## src/rtl/detector_sentido_if.sv

```systemverilog
// Gate sensor / occupancy pulse bundle for detector_sentido.
// master: the side that owns the photo barriers and consumes the pulses.
// slave : the direction detector itself.
interface detector_sentido_if;
    logic       sensor_a;   // outer beam, 1 = blocked
    logic       sensor_b;   // inner beam, 1 = blocked
    logic       entrada;    // one-cycle pulse, completed entry
    logic       salida;     // one-cycle pulse, completed exit
    logic       error;      // one-cycle pulse, illegal sequence / timeout
    logic [2:0] estado;     // current FSM state code

    modport master (output sensor_a, sensor_b,
                    input  entrada, salida, error, estado);
    modport slave  (input  sensor_a, sensor_b,
                    output entrada, salida, error, estado);
endinterface

```

## src/rtl/detector_sentido.sv

```systemverilog
// detector_sentido: car-park gate direction detector.
// Two raw photo barriers (A outer, B inner) are synchronised, debounced and
// fed to an FSM that emits one entrada/salida pulse per complete legal passage.
// Optional macro SENSOR_TIMEOUT_EN adds a mid-passage timeout that aborts a
// stalled passage into ESPERA with an error pulse.
module detector_sentido #(
    parameter int DEB_CYCLES     = 4,     // 1..255
    parameter int TIMEOUT_CYCLES = 1000   // 2..65535, timeout build only
) (
    input  logic               clk,
    input  logic               rst_n,
    detector_sentido_if.slave  bus
);

    typedef enum logic [2:0] {
        IDLE   = 3'd0,
        IN1    = 3'd1,
        IN2    = 3'd2,
        IN3    = 3'd3,
        OUT1   = 3'd4,
        OUT2   = 3'd5,
        OUT3   = 3'd6,
        ESPERA = 3'd7
    } state_t;

    localparam logic [7:0] DEB_LAST = 8'(DEB_CYCLES - 1);

    logic [1:0]      r_sync_a, r_sync_b;
    logic [1:0]      w_s;          // [0] = A, [1] = B after synchronisation
    logic [1:0]      r_f;          // filtered levels, [0] = a_f, [1] = b_f
    logic [1:0][7:0] r_cnt;        // per-sensor debounce counters
    logic [1:0]      w_ab;         // FSM input pair {a_f, b_f}
    state_t          r_state;
    logic            r_ent, r_sal, r_err;

`ifdef SENSOR_TIMEOUT_EN
    localparam logic [15:0] TMO_LAST = 16'(TIMEOUT_CYCLES - 1);
    logic [15:0] r_tmo;
    logic        w_in_pass;
    assign w_in_pass = (r_state != IDLE) && (r_state != ESPERA);
`endif

    assign w_s  = {r_sync_b[1], r_sync_a[1]};
    assign w_ab = {r_f[0], r_f[1]};

    // Two-flop synchronisers for the asynchronous barrier inputs
    always_ff @(posedge clk or negedge rst_n) begin
        if (!rst_n) begin
            r_sync_a <= '0;
            r_sync_b <= '0;
        end else begin
            r_sync_a <= {r_sync_a[0], bus.sensor_a};
            r_sync_b <= {r_sync_b[0], bus.sensor_b};
        end
    end

    // Debounce: a level must disagree for DEB_CYCLES consecutive edges to be taken
    always_ff @(posedge clk or negedge rst_n) begin
        if (!rst_n) begin
            r_f   <= '0;
            r_cnt <= '0;
        end else begin
            for (int i = 0; i < 2; i++) begin
                if (w_s[i] != r_f[i]) begin
                    if (r_cnt[i] == DEB_LAST) begin
                        r_f[i]   <= w_s[i];
                        r_cnt[i] <= '0;
                    end else begin
                        r_cnt[i] <= r_cnt[i] + 8'd1;
                    end
                end else begin
                    r_cnt[i] <= '0;
                end
            end
        end
    end

    // Passage FSM with registered pulses; table is mirrored for the exit path
    always_ff @(posedge clk or negedge rst_n) begin
        if (!rst_n) begin
            r_state <= IDLE;
            r_ent   <= 1'b0;
            r_sal   <= 1'b0;
            r_err   <= 1'b0;
`ifdef SENSOR_TIMEOUT_EN
            r_tmo   <= '0;
`endif
        end else begin
            r_ent <= 1'b0;
            r_sal <= 1'b0;
            r_err <= 1'b0;
`ifdef SENSOR_TIMEOUT_EN
            // Runs only mid-passage; IDLE always precedes entry so it starts at 0.
            r_tmo <= w_in_pass ? r_tmo + 16'd1 : 16'd0;
            if (w_in_pass && r_tmo == TMO_LAST) begin
                r_err   <= 1'b1;
                r_state <= ESPERA;
            end else
`endif
            begin
                case (r_state)
                    IDLE: case (w_ab)
                        2'b10: r_state <= IN1;
                        2'b01: r_state <= OUT1;
                        2'b11: begin r_state <= ESPERA; r_err <= 1'b1; end
                        default: ;
                    endcase
                    IN1: case (w_ab)
                        2'b11: r_state <= IN2;
                        2'b00: r_state <= IDLE;
                        2'b01: begin r_state <= ESPERA; r_err <= 1'b1; end
                        default: ;
                    endcase
                    IN2: case (w_ab)
                        2'b01: r_state <= IN3;
                        2'b10: r_state <= IN1;
                        2'b00: begin r_state <= IDLE; r_err <= 1'b1; end
                        default: ;
                    endcase
                    IN3: case (w_ab)
                        2'b00: begin r_state <= IDLE; r_ent <= 1'b1; end
                        2'b11: r_state <= IN2;
                        2'b10: begin r_state <= ESPERA; r_err <= 1'b1; end
                        default: ;
                    endcase
                    OUT1: case (w_ab)
                        2'b11: r_state <= OUT2;
                        2'b00: r_state <= IDLE;
                        2'b10: begin r_state <= ESPERA; r_err <= 1'b1; end
                        default: ;
                    endcase
                    OUT2: case (w_ab)
                        2'b10: r_state <= OUT3;
                        2'b01: r_state <= OUT1;
                        2'b00: begin r_state <= IDLE; r_err <= 1'b1; end
                        default: ;
                    endcase
                    OUT3: case (w_ab)
                        2'b00: begin r_state <= IDLE; r_sal <= 1'b1; end
                        2'b11: r_state <= OUT2;
                        2'b01: begin r_state <= ESPERA; r_err <= 1'b1; end
                        default: ;
                    endcase
                    default: if (w_ab == 2'b00) r_state <= IDLE;   // ESPERA
                endcase
            end
        end
    end

    assign bus.entrada = r_ent;
    assign bus.salida  = r_sal;
    assign bus.error   = r_err;
    assign bus.estado  = r_state;

endmodule

```

## src/flat_wrapper.sv

```systemverilog
// flat-port wrapper written by rule: the top's interface ports become plain ports
module detector_sentido_flat 
#(
    parameter int DEB_CYCLES     = 4,              
    parameter int TIMEOUT_CYCLES = 1000                                  
)
  (clk, rst_n, bus_sensor_a, bus_sensor_b, bus_entrada, bus_salida, bus_error, bus_estado);
  detector_sentido_if bus_i ();
  input  logic clk;
  input  logic rst_n;
  input wire logic [$bits(bus_i.sensor_a)-1:0] bus_sensor_a;
  input wire logic [$bits(bus_i.sensor_b)-1:0] bus_sensor_b;
  output wire logic [$bits(bus_i.entrada)-1:0] bus_entrada;
  output wire logic [$bits(bus_i.salida)-1:0] bus_salida;
  output wire logic [$bits(bus_i.error)-1:0] bus_error;
  output wire logic [$bits(bus_i.estado)-1:0] bus_estado;
  assign bus_i.sensor_a = bus_sensor_a;
  assign bus_i.sensor_b = bus_sensor_b;
  assign bus_entrada = bus_i.entrada;
  assign bus_salida = bus_i.salida;
  assign bus_error = bus_i.error;
  assign bus_estado = bus_i.estado;
  detector_sentido #(.DEB_CYCLES(DEB_CYCLES), .TIMEOUT_CYCLES(TIMEOUT_CYCLES)) u_core (.clk(clk), .rst_n(rst_n), .bus(bus_i));
endmodule
```

## config.mk

```make
export PLATFORM = sky130hd
export DESIGN_NAME = detector_sentido_flat
export DESIGN_NICKNAME = d
export VERILOG_FILES = /design/src/rtl/detector_sentido_if.sv /design/src/rtl/detector_sentido.sv /design/src/flat_wrapper.sv
export SDC_FILE = /design/constraint.sdc
export NUM_CORES = 1
export LEC_CHECK = 0
export CAP_MARGIN = 0
export CELL_PAD_IN_SITES_DETAIL_PLACEMENT = 1
export CELL_PAD_IN_SITES_GLOBAL_PLACEMENT = 2
export CORE_ASPECT_RATIO = 0.6
export CORE_MARGIN = 2
export CORE_UTILIZATION = 38
export CTS_CLUSTER_DIAMETER = 120
export DETAILED_ROUTE_END_ITERATION = 7
export PLACE_DENSITY_LB_ADDON = 0.1
export SLEW_MARGIN = 10
export SYNTH_ARGS = -nofsm -noshare
export SYNTH_HDL_FRONTEND = slang
export SYNTH_SLANG_ARGS = --single-unit
```

## constraint.sdc

```tcl
create_clock -name clk -period 2.31 [get_ports clk]
set_input_delay 0.693 -clock clk [delete_from_list [all_inputs] [get_ports clk]]
set_output_delay 0.693 -clock clk [all_outputs]
set_load 0.005 [all_outputs]
```

* Word level (Yosys, flattened, before mapping)
Cells that the tools add are included.
Word-level totals: bits in registers 28, input port bits 4, output and inout port bits 6, word-level logic and storage cells 61
Operators by class: add/subtract/negate cells 2, equality and inequality tests 20, multiplexer cells 20, reduce and logical (&&, ||, !) cells 9
Operator list (number):
- 3-bit one-hot mux with 3 select lines | 7
- 8-bit two-way mux | 4
- 4-bit by 3-bit != test with 1-bit output, second input constant | 6
- 3-bit one-hot mux with 7 select lines | 1
- 8-bit by 1-bit adder with 8-bit output, second input constant | 2
- 8-bit by 2-bit equality test with 1-bit output, second input constant | 2
- 3-bit equality test, second input constant | 3
- 8-bit AND reduction | 1
- 8-bit nonzero test | 1
- 3-bit by 2-bit equality test with 1-bit output, second input constant | 2
- 1-bit two-way mux | 6
- 2-bit OR reduction | 3
- 2-bit equality test, second input constant | 2
- 4-bit != test, second input constant | 1
- 1-bit one-hot mux with 4 select lines | 1
- 2-bit AND reduction | 2
- 3-bit by 1-bit equality test with 1-bit output, second input constant | 1
- 3-bit zero test | 1
- 3-bit two-way mux | 1
- 2-bit by 1-bit equality test with 1-bit output, second input constant | 1
- 2-bit zero test | 1
- 1-bit != test | 2

* Depth between registers and ports, before layout
depth after elaboration 3, depth in mapped cells 7, gate-level depth less buffers 6

* Worst setup path after synthesis
OpenSTA, ideal clock, no wires.
path type flip-flop to flip-flop, from register u_core.r_f[0], to register u_core.r_state[1] (netlist: u_core.bus.estado[1]), library setup time 0.124 ns, data arrival time 1.898 ns, required time 2.186 ns, slack 0.288 ns, cell stages (with the launch flop) 7, path buffers 0, period minus slack after synthesis 2.022 ns, cell sequence dfrtp_1 -> inv_1 -> ha_1 -> or4bb_1 -> a311oi_2 -> a31oi_2 -> a211o_1
On the way: word-level cells in the longest chain between the ends 3, elaborated cells on any way between the ends 21, classes of those cells 10 x eq/ne; 8 x mux; 3 x reduce/logical
RTL lines:
- start: declaration | line detector_sentido.sv:30 | logic [1:0] r_f;
- start signal: indexed assignment | line detector_sentido.sv:66 | r_f[i] <= w_s[i];
- 2-bit by 1-bit equality test with 1-bit output, or another cell as far along
- 3-bit one-hot mux with 3 select lines, or another cell as far along | line detector_sentido.sv:138 | OUT3: case (w_ab)
- 3-bit one-hot mux with 7 select lines / 8-bit AND reduction (equally long branches)
- end signal: assignment | line detector_sentido.sv:103 | 2'b10: r_state <= IN1;
- end signal: assignment | line detector_sentido.sv:109 | 2'b11: r_state <= IN2;
- end signal: assignment | line detector_sentido.sv:115 | 2'b01: r_state <= IN3;
- end: declaration | line detector_sentido.sv:33 | state_t r_state;
Several ways; a longest one is shown, not always the timed one. The select of a mux whose other input is x is not followed. A chain may end at the register's enable or synchronous reset.

* Worst setup path after layout
from register u_core.r_f[1], to register u_core.r_state[1] (netlist: u_core.bus.estado[1])
Same word-level chain as after synthesis.

==> summary.txt <==
Outcome
  • Outcome: completed

Clock tree
  • Clk Latency, worst-skew pair: 280 ps
  • Clk slew on worst S/H paths: 100 ps
  • Clock Root Buffer: clkbuf_8
  • CTS Buf Count: 3
  • Post CTS Setup Buffer Count: 0
  • Sink Count: 28
  • CTS max path bufs: 2
  • H-tree Lvls: 1
  • CTS tree: yes
  • Cts-stage hold buffer count: 0
  • Post-CTS Resized: 0

Global routing
  • Initial antenna violation count: 0
  • GRT Residual Overflow: 0
  • Pin count of the biggest net entering global routing: 29
  • First-pass GRT wire length: 6100 µm
  • Vias in the first global route: 1181
  • Total Routing Usage GR: 17.4%

Setup path
  • Startpoint types: flip-flop
  • Crit end category: flip-flop
  • Data required, critical path: 2490 ps
  • Worst Path Max Fanout: 6
  • WS Path Type: flip-flop to flip-flop
  • Data arrival, critical path: 2360 ps

Logic synthesis
  • Syn avg cell area: 10.1 µm²
  • Cells after synthesis: 156
  • Sequential fraction of the synthesis area: 44.6%
  • Top FF cell, synth: dfrtp_1
  • Synth Register Bits: 28
  • EDFF count, synth: 0
  • Synth Cell Area: 0.00157 mm²
  • Synth Net Count: 168
  • YS warnings: 0
  • Asr flop ratio synth: 100%
  • Distinct cells, synth: 38

Timing
  • Setup Skew: 10.9 ps
  • RSZ-0062 raised after global routing: no
  • Final setup TNS: 0 ps
  • Slew headroom: 73.4%
  • Crit share post-route: 94.4%
  • Post-layout minimum cycle time: 2180 ps
  • Max Freq: 459 MHz
  • Slew Limit Fails: 0
  • Final hold violations: 0
  • Slew @ Worst Pin: 400 ps
  • WHS: 371 ps
  • Finish-stage setup viols: 0

Power
  • Pleak: 0.817 nW
  • Worst vdd ir: 614 µV
  • Pwr per Cell Area: 1310 mW/mm²

Placement
  • Port bufs: 9
  • Detailed Place HPWL: 2700 µm
  • Placer Congestion: 0.783

Hold path
  • HP Class: flip-flop to flip-flop

Layout
  • Area delta synth->final: 14.8%
  • Total Nets Final: 181
  • Layout cells sized above 1: 10.7%
  • Antenna cells: 0
  • Fillers: 467
  • Reg area: 702 µm²
  • Multi-input gate area: 810 µm²

Flow run
  • Max-Cap Viols: 0

Route
  • DRT iter0 DRCs: 50
  • Post-route ant nets: 0
  • # DRC: 0
  • Routed wire per std cell: 16.5 µm
  • Vias per cell: 5.32
  • Drt first pass iters: 4
  • DRT Wirelength: 3590 µm
  • Routed via count: 1160

Floorplanning
  • I/O pin count: 10
  • DIE HEIGHT: 53.8 µm
  • Initial Util: 39.0%
  • Core area: 0.00403 mm²
  • Cell Rows: 18
  • Die X: 87.0 µm
  • Die ar.: 0.00468 mm²
-- registers in the layout, indices dropped and copies added (netlist names) --
| name | count |
|---|---|
| u_core.bus.entrada | 1 |
| u_core.bus.error | 1 |
| u_core.bus.estado | 3 |
| u_core.bus.salida | 1 |
| u_core.r_cnt | 16 |
| u_core.r_f | 2 |
| u_core.r_sync_a | 2 |
| u_core.r_sync_b | 2 |
-- worst paths after layout --
| kind | from | endpoint | slack [ps] | cells past startpoint |
|---|---|---|---|---|
| worst max-delay path | u_core.r_f[1]$_DFFE_PN0P_ | u_core.bus.estado[1]$_DFFE_PN0P_ | 130 | 6 |
| worst min-delay path | u_core.r_sync_b[0]$_DFF_PN0_ | u_core.r_sync_b[1]$_DFF_PN0_ | 370 | 0 |
| worst max register to register | u_core.r_f[1]$_DFFE_PN0P_ | u_core.bus.estado[1]$_DFFE_PN0P_ | 130 | 6 |
| worst min register to register | u_core.r_sync_b[0]$_DFF_PN0_ | u_core.r_sync_b[1]$_DFF_PN0_ | 370 | 0 |
| max in group asynchronous | rst_n | u_core.r_f[1]$_DFFE_PN0P_ | 1240 | 2 |
| min in group asynchronous | rst_n | u_core.r_sync_a[0]$_DFF_PN0_ | 780 | 2 |
-- where the power goes --
group	leakage (nW)	internal, mW	total [mW]	switching, mW
Clock	0.0357	0.232	0.388	0.156
Combinational	0.416	0.571	1.24	0.669
Sequential	0.366	0.593	0.737	0.143
-- cell usage in the layout (no fill, tap or decap), types with 2 or more instances in the layout --
master,synthesis,final
a21oi_1,4,4
o22ai_1,2,2
nand3_1,11,11
xnor2_1,3,3
nor2b_1,2,2
mux2i_1,3,3
nor2_1,21,21
a211o_1,2,2
clkdlybuf4s50_1,0,9
buf_4,0,6
and3_1,7,7
nand2_1,8,8
inv_1,6,6
dfrtp_1,28,27
xor2_1,13,13
clkbuf_8,0,3
ha_1,8,8
a31o_2,2,2
nand2b_1,5,5
mux2_2,2,2
nor3b_1,4,4
a311oi_2,2,2
nor4_1,2,2
-- per-layer routing --
layer  GRT usage (%)  vias to the layer above  part of all wire, %
met3            4.14                        2                  2.5
met4            2.34                        0                 0.25
li1                -                      569                    -
met5               0                        -                    0
met1            26.2                      576                   56
met2            25.7                       13                   41
-- per-stage QoR --
step	util (%)	instance area, µm²	power [mW]	worst slack (ps)	cells
2_1_floorplan	-	1570	1.60	288	156
3_3_place_gp	42.9	1730	1.94	188	214
3_5_place_dp	42.9	1730	1.98	95.5	214
4_1_cts	44.7	1800	2.38	86.0	218
5_1_grt	44.7	1800	2.56	35.1	218
6_report	44.7	1800	2.36	130	218
-- cells by family (layout without fill, tap and decap cells) --
group / count (synthesis) / in the layout / synth area share (%)
fa+ha+maj: 8 / 8 / 6.37
buf+inv: 13 / 25 / 3.82
mux: 5 / 5 / 3.35
compound gates: 21 / 21 / 11.4
flops: 28 / 28 / 44.6
xor+xnor: 16 / 16 / 8.92
simple gates: 65 / 65 / 21.5
-- synth_stat cells (all sizes together), types with 2 or more instances --
cell / instances / share of area [%]
a211o: 2 / 1.1
a21oi: 4 / 1.3
a311oi: 2 / 1.9
a31o: 2 / 1.1
a31oi: 2 / 1.2
and3: 7 / 2.8
buf: 5 / 1.9
clkbuf: 2 / 0.48
dfrtp: 28 / 45
ha: 8 / 6.4
inv: 6 / 1.4
mux2: 2 / 1.4
mux2i: 3 / 1.9
nand2: 8 / 1.9
nand2b: 5 / 2.0
nand3: 11 / 3.5
nor2: 21 / 5.0
nor2b: 2 / 0.80
nor3b: 4 / 1.9
nor4: 2 / 0.80
o22ai: 2 / 0.80
xnor2: 3 / 1.7
xor2: 13 / 7.3
-- worst max-delay path, cell delays in order (launching register included) --
cell	delay, ps
dfrtp_2	430
inv_1	100
ha_1	260
or4bb_1	540
a311oi_2	370
a31oi_2	110
a211o_1	280
-- final cells by class --
cell class,count,share of cell area [%]
multi-input cells,115,44.9
clock inverters,1,1.67
flip-flops and latches,28,38.9
inverters,6,1.25
well taps,50,3.47
clock buffers,3,2.29
repair buffers,15,7.49
(Power assumes the default switching activity.)
==> edit 1, RTL diff (same flow settings) <==
Reset style: synchronous (`rst_n`), changed in 3 clocked blocks. Comments in the files are not updated.
--- a/src/rtl/detector_sentido.sv
+++ b/src/rtl/detector_sentido.sv
@@ -46,3 +46,3 @@
     // Two-flop synchronisers for the asynchronous barrier inputs
-    always_ff @(posedge clk or negedge rst_n) begin
+    always_ff @(posedge clk) begin
         if (!rst_n) begin
@@ -57,3 +57,3 @@
     // Debounce: a level must disagree for DEB_CYCLES consecutive edges to be taken
-    always_ff @(posedge clk or negedge rst_n) begin
+    always_ff @(posedge clk) begin
         if (!rst_n) begin
@@ -78,3 +78,3 @@
     // Passage FSM with registered pulses; table is mirrored for the exit path
-    always_ff @(posedge clk or negedge rst_n) begin
+    always_ff @(posedge clk) begin
         if (!rst_n) begin
Behaviour: differs if rst_n is asserted again (counterexample within 10 cycles, from zero or initial values and one cycle with rst_n low); with rst_n held inactive, the same outputs for 10 cycles.
==> edit 1 against the unedited design <==
- first-iteration DRC count fell by 40%
- cell area decreased by 6.4%
- routed wire length is 5.4% lower
- area after synthesis decreased by 4.8%
- core utilization is 0.62 points higher
- setup slack better by 120 ps
- sequential cell count did not move
- die area shrank 4.5%
- critical path type is now reg -> out
- largest cell class unchanged
Power is not compared: it rests on default switching activity, and its combinational part moved more than twofold at a synthesized area within 25%.
==> edit 1: results <==
metrics = {
    "hold_path": {
        "holdPathEnd": "u_core.r_sync_a[1]",
        "min_from": "u_core.r_sync_a[0]",
    },
    "logic_synthesis": {
        "seq_area_frac_synth_pct": 37.5,
        "synth_mux_area_share_pct": 2.18,
        "synth_compound_area_share_pct": 13.3,
        "ys_types": 46,
        "synth_nets": 178,
        "synth_common_cells": "dfxtp_1 (28), nor2_1 (22), nand3_1 (13)",
    },
    "placed_design": {
        "hpwl_mm": 2.58,
        "place_congestion": 0.738,
        "placed_area_mm2": 0.00163,
    },
    "layout": {
        "bufAreaShareNonClock_pct": 7.12,
        "clock_area_share_pct": 3.26,
        "fill_cells": 437,
        "post-route-cell-area_mm2": 0.00169,
        "buffers": 13,
        "multi_input_area_share_pct": 51.8,
        "clock_buffers": 4,
        "inverters": 5,
        "drive_above_1_share_pct": 7.43,
        "multi_input_gates": 125,
        "layout.nets": 189,
    },
    "drt": {
        "avgRoutedWirePerCell_um": 15.3,
        "drt_iter0_drc": 30,
    },
    "worst_setup_path": {
        "critPathMaxFanout": 9,
        "cp_slowest_cell": "clkdlybuf4s50_1",
        "cpPeakStageDelay_ps": 570,
        "crit_arrival_ps": 1370,
        "r2r-start": "u_core.r_f[1]",
    },
    "run_status": {
        "status": "completed",
    },
    "floorplanning": {
        "die_area_mm2": 0.00447,
    },
    "global_route": {
        "grt_use_met3_pct": 3.31,
        "globalRouteMet2Util_pct": 22.3,
        "met1_usage_pct": 25.2,
        "grt_max_degree": 24,
    },
    "timing": {
        "timing.hold.ws_ps": 450,
        "clock_skew_ps": 6.28,
    },
}
edit 1: changes by cell type in the layout (fill, tap and decap cells not counted), sizes merged, moves of 3 or more:
| cell | change |
|---|---|
| xor2 | -4 |
| and3 | -5 |
| nand2b | -3 |
| nor3 | +3 |
| nor2b | +5 |
| nor4b | +3 |
| dfrtp | -28 |
| a21boi | +3 |
| dfxtp | +28 |
| nand3b | +3 |
| and2 | +4 |
edit 1: routing by layer:
| metal | wire (µm) | vias up | part of all wire (%) |
|---|---|---|---|
| li1 | - | 592 | - |
| met1 | 1940 | 578 | 57 |
| met4 | 8 | 0 | 0.24 |
| met5 | 0 | - | 0 |
| met2 | 1320 | 24 | 39 |
| met3 | 133 | 2 | 3.9 |
edit 1: kinds of logic (layout without fill, tap and decap cells):
| group | count (synthesis) | in the layout |
|---|---|---|
| buf+inv | 12 | 22 |
| flops | 28 | 28 |
| fa+ha+maj | 9 | 9 |
| mux | 2 | 2 |
| simple gates | 76 | 76 |
| xor+xnor | 14 | 14 |
| compound gates | 24 | 24 |
edit 1: where the power goes:
| part | leakage, nW | internal [W] | switching (W) | total, W |
|---|---|---|---|---|
| sequential | 0.227 | 0.000512 | 0.0000345 | 0.000547 |
| clock | 0.0288 | 0.000152 | 0.000149 | 0.000301 |
| combinational | 0.364 | 0.000202 | 0.000199 | 0.000401 |
edit 1: worst max-delay path by stage:
stage                              start  cells after the start  slack (ps)              endpoint
floorplan                  u_core.r_f[1]                      6         610  u_core.bus.estado[1]
global placement                   rst_n                      4         380  u_core.bus.estado[1]
detailed placement                 rst_n                      4         320  u_core.bus.estado[1]
CTS                 u_core.bus.estado[0]                      2         270         bus_estado[0]
global route        u_core.bus.estado[0]                      2         180         bus_estado[0]
finish              u_core.bus.estado[2]                      1         250         bus_estado[2]
==> edit 2, RTL diff (same settings) <==
Without the edit above. Build with the macro `SENSOR_TIMEOUT_EN` defined.
--- a/src/rtl/detector_sentido.sv
+++ b/src/rtl/detector_sentido.sv
@@ -5,2 +5,4 @@
 // stalled passage into ESPERA with an error pulse.
+`define SENSOR_TIMEOUT_EN
+
 module detector_sentido #(
Check against the original RTL: no difference found for any inputs over 10 cycles, from zero or initial values and one cycle with rst_n low; that may be too few to reach the edited logic, so the function may still have changed.
==> edit 2 against the unedited design <==
- count of clock-buffer cells in the layout rose by 2
- sequential cell count rose by 16
- routed wire length rose by 51%
- hold slack got worse by 18 ps
- highest routed layer unchanged
- register-to-register slack improved by 30 ps
- setup slack got worse by 58 ps
- critical path type is now reg -> out
- area after synthesis rose by 53%
- critical path depth fell by 5
- combinational power rose by 7%
- non-clock buffer count rose by 2
- power rose by 29%
- cell area rose by 50%
==> edit 2: results <==
metrics = {
    "logic_synthesis": {
        "synth_common_cells": "dfrtp_1 (44), nor2_1 (34), nand3_1 (20)",
        "ys_types": 47,
        "synth_xor_area_share_pct": 8.77,
        "seq_area_frac_synth_pct": 45.9,
        "synth_adder_area_share_pct": 5.22,
        "syn_avg_cell_area_um2": 9.67,
        "synth_compound_area_share_pct": 9.66,
        "synth_nets": 262,
    },
    "power": {
        "p_sw_w": 0.00124,
        "pg_clk_w": 0.000609,
        "powerSeq_w": 0.00111,
    },
    "drt": {
        "vias_per_cell": 5.20,
        "num_vias": 1804,
    },
    "worst_setup_path": {
        "cpPeakStageDelay_ps": 650,
        "crit_arrival_ps": 1540,
        "r2r_cells": 7,
        "crit_start": "u_core.bus.estado[0]",
        "cp_slowest_cell": "dfrtp_1",
    },
    "placed_design": {
        "placed_area_mm2": 0.00258,
        "place_inst": 339,
        "place_congestion": 0.826,
        "place_ws_ps": 124,
    },
    "timing": {
        "timing.hold.ws_ps": 353,
        "fmax_ghz": 0.447,
        "clock_skew_ps": 6.85,
    },
    "cts": {
        "numCtsBuffers": 5,
    },
    "layout": {
        "drive_above_1_share_pct": 9.89,
        "multi_input_area_mm2": 0.00119,
    },
    "global_route": {
        "grt_first_pass_wirelength_mm": 9.54,
        "grt_max_degree": 45,
    },
    "run_status": {
        "status": "completed",
    },
    "hold_path": {
        "min_from": "u_core.r_sync_a[0]",
    },
}
==> edit 2: changes by cell type after synthesis, moves of 5 or more <==
cell | before | now
xnor2_1 | 3 | 9
nand2b_1 | 5 | 0
nor2_1 | 21 | 34
dfrtp_1 | 28 | 44
nand3_1 | 11 | 20
nor3_1 | 0 | 8
inv_1 | 6 | 11
o21ai_0 | 0 | 8
==> edit 2: routing by layer <==
layer	up-vias	wire, µm	global-route usage [%]
met5	-	0	0
met4	0	24	3.41
met1	880	3000	27.2
li1	890	-	-
met3	2	289	5.46
met2	32	2120	24.1
==> edit 2: final cells by class <==
cell class              instances  share of cell area, %
inverters                      11                   1.53
repair buffers                 17                   5.38
clock inverters                 3                   1.71
clock buffers                   5                   2.55
well taps                      84                   3.89
multi-input cells             183                   44.2
flip-flops and latches         44                   40.8
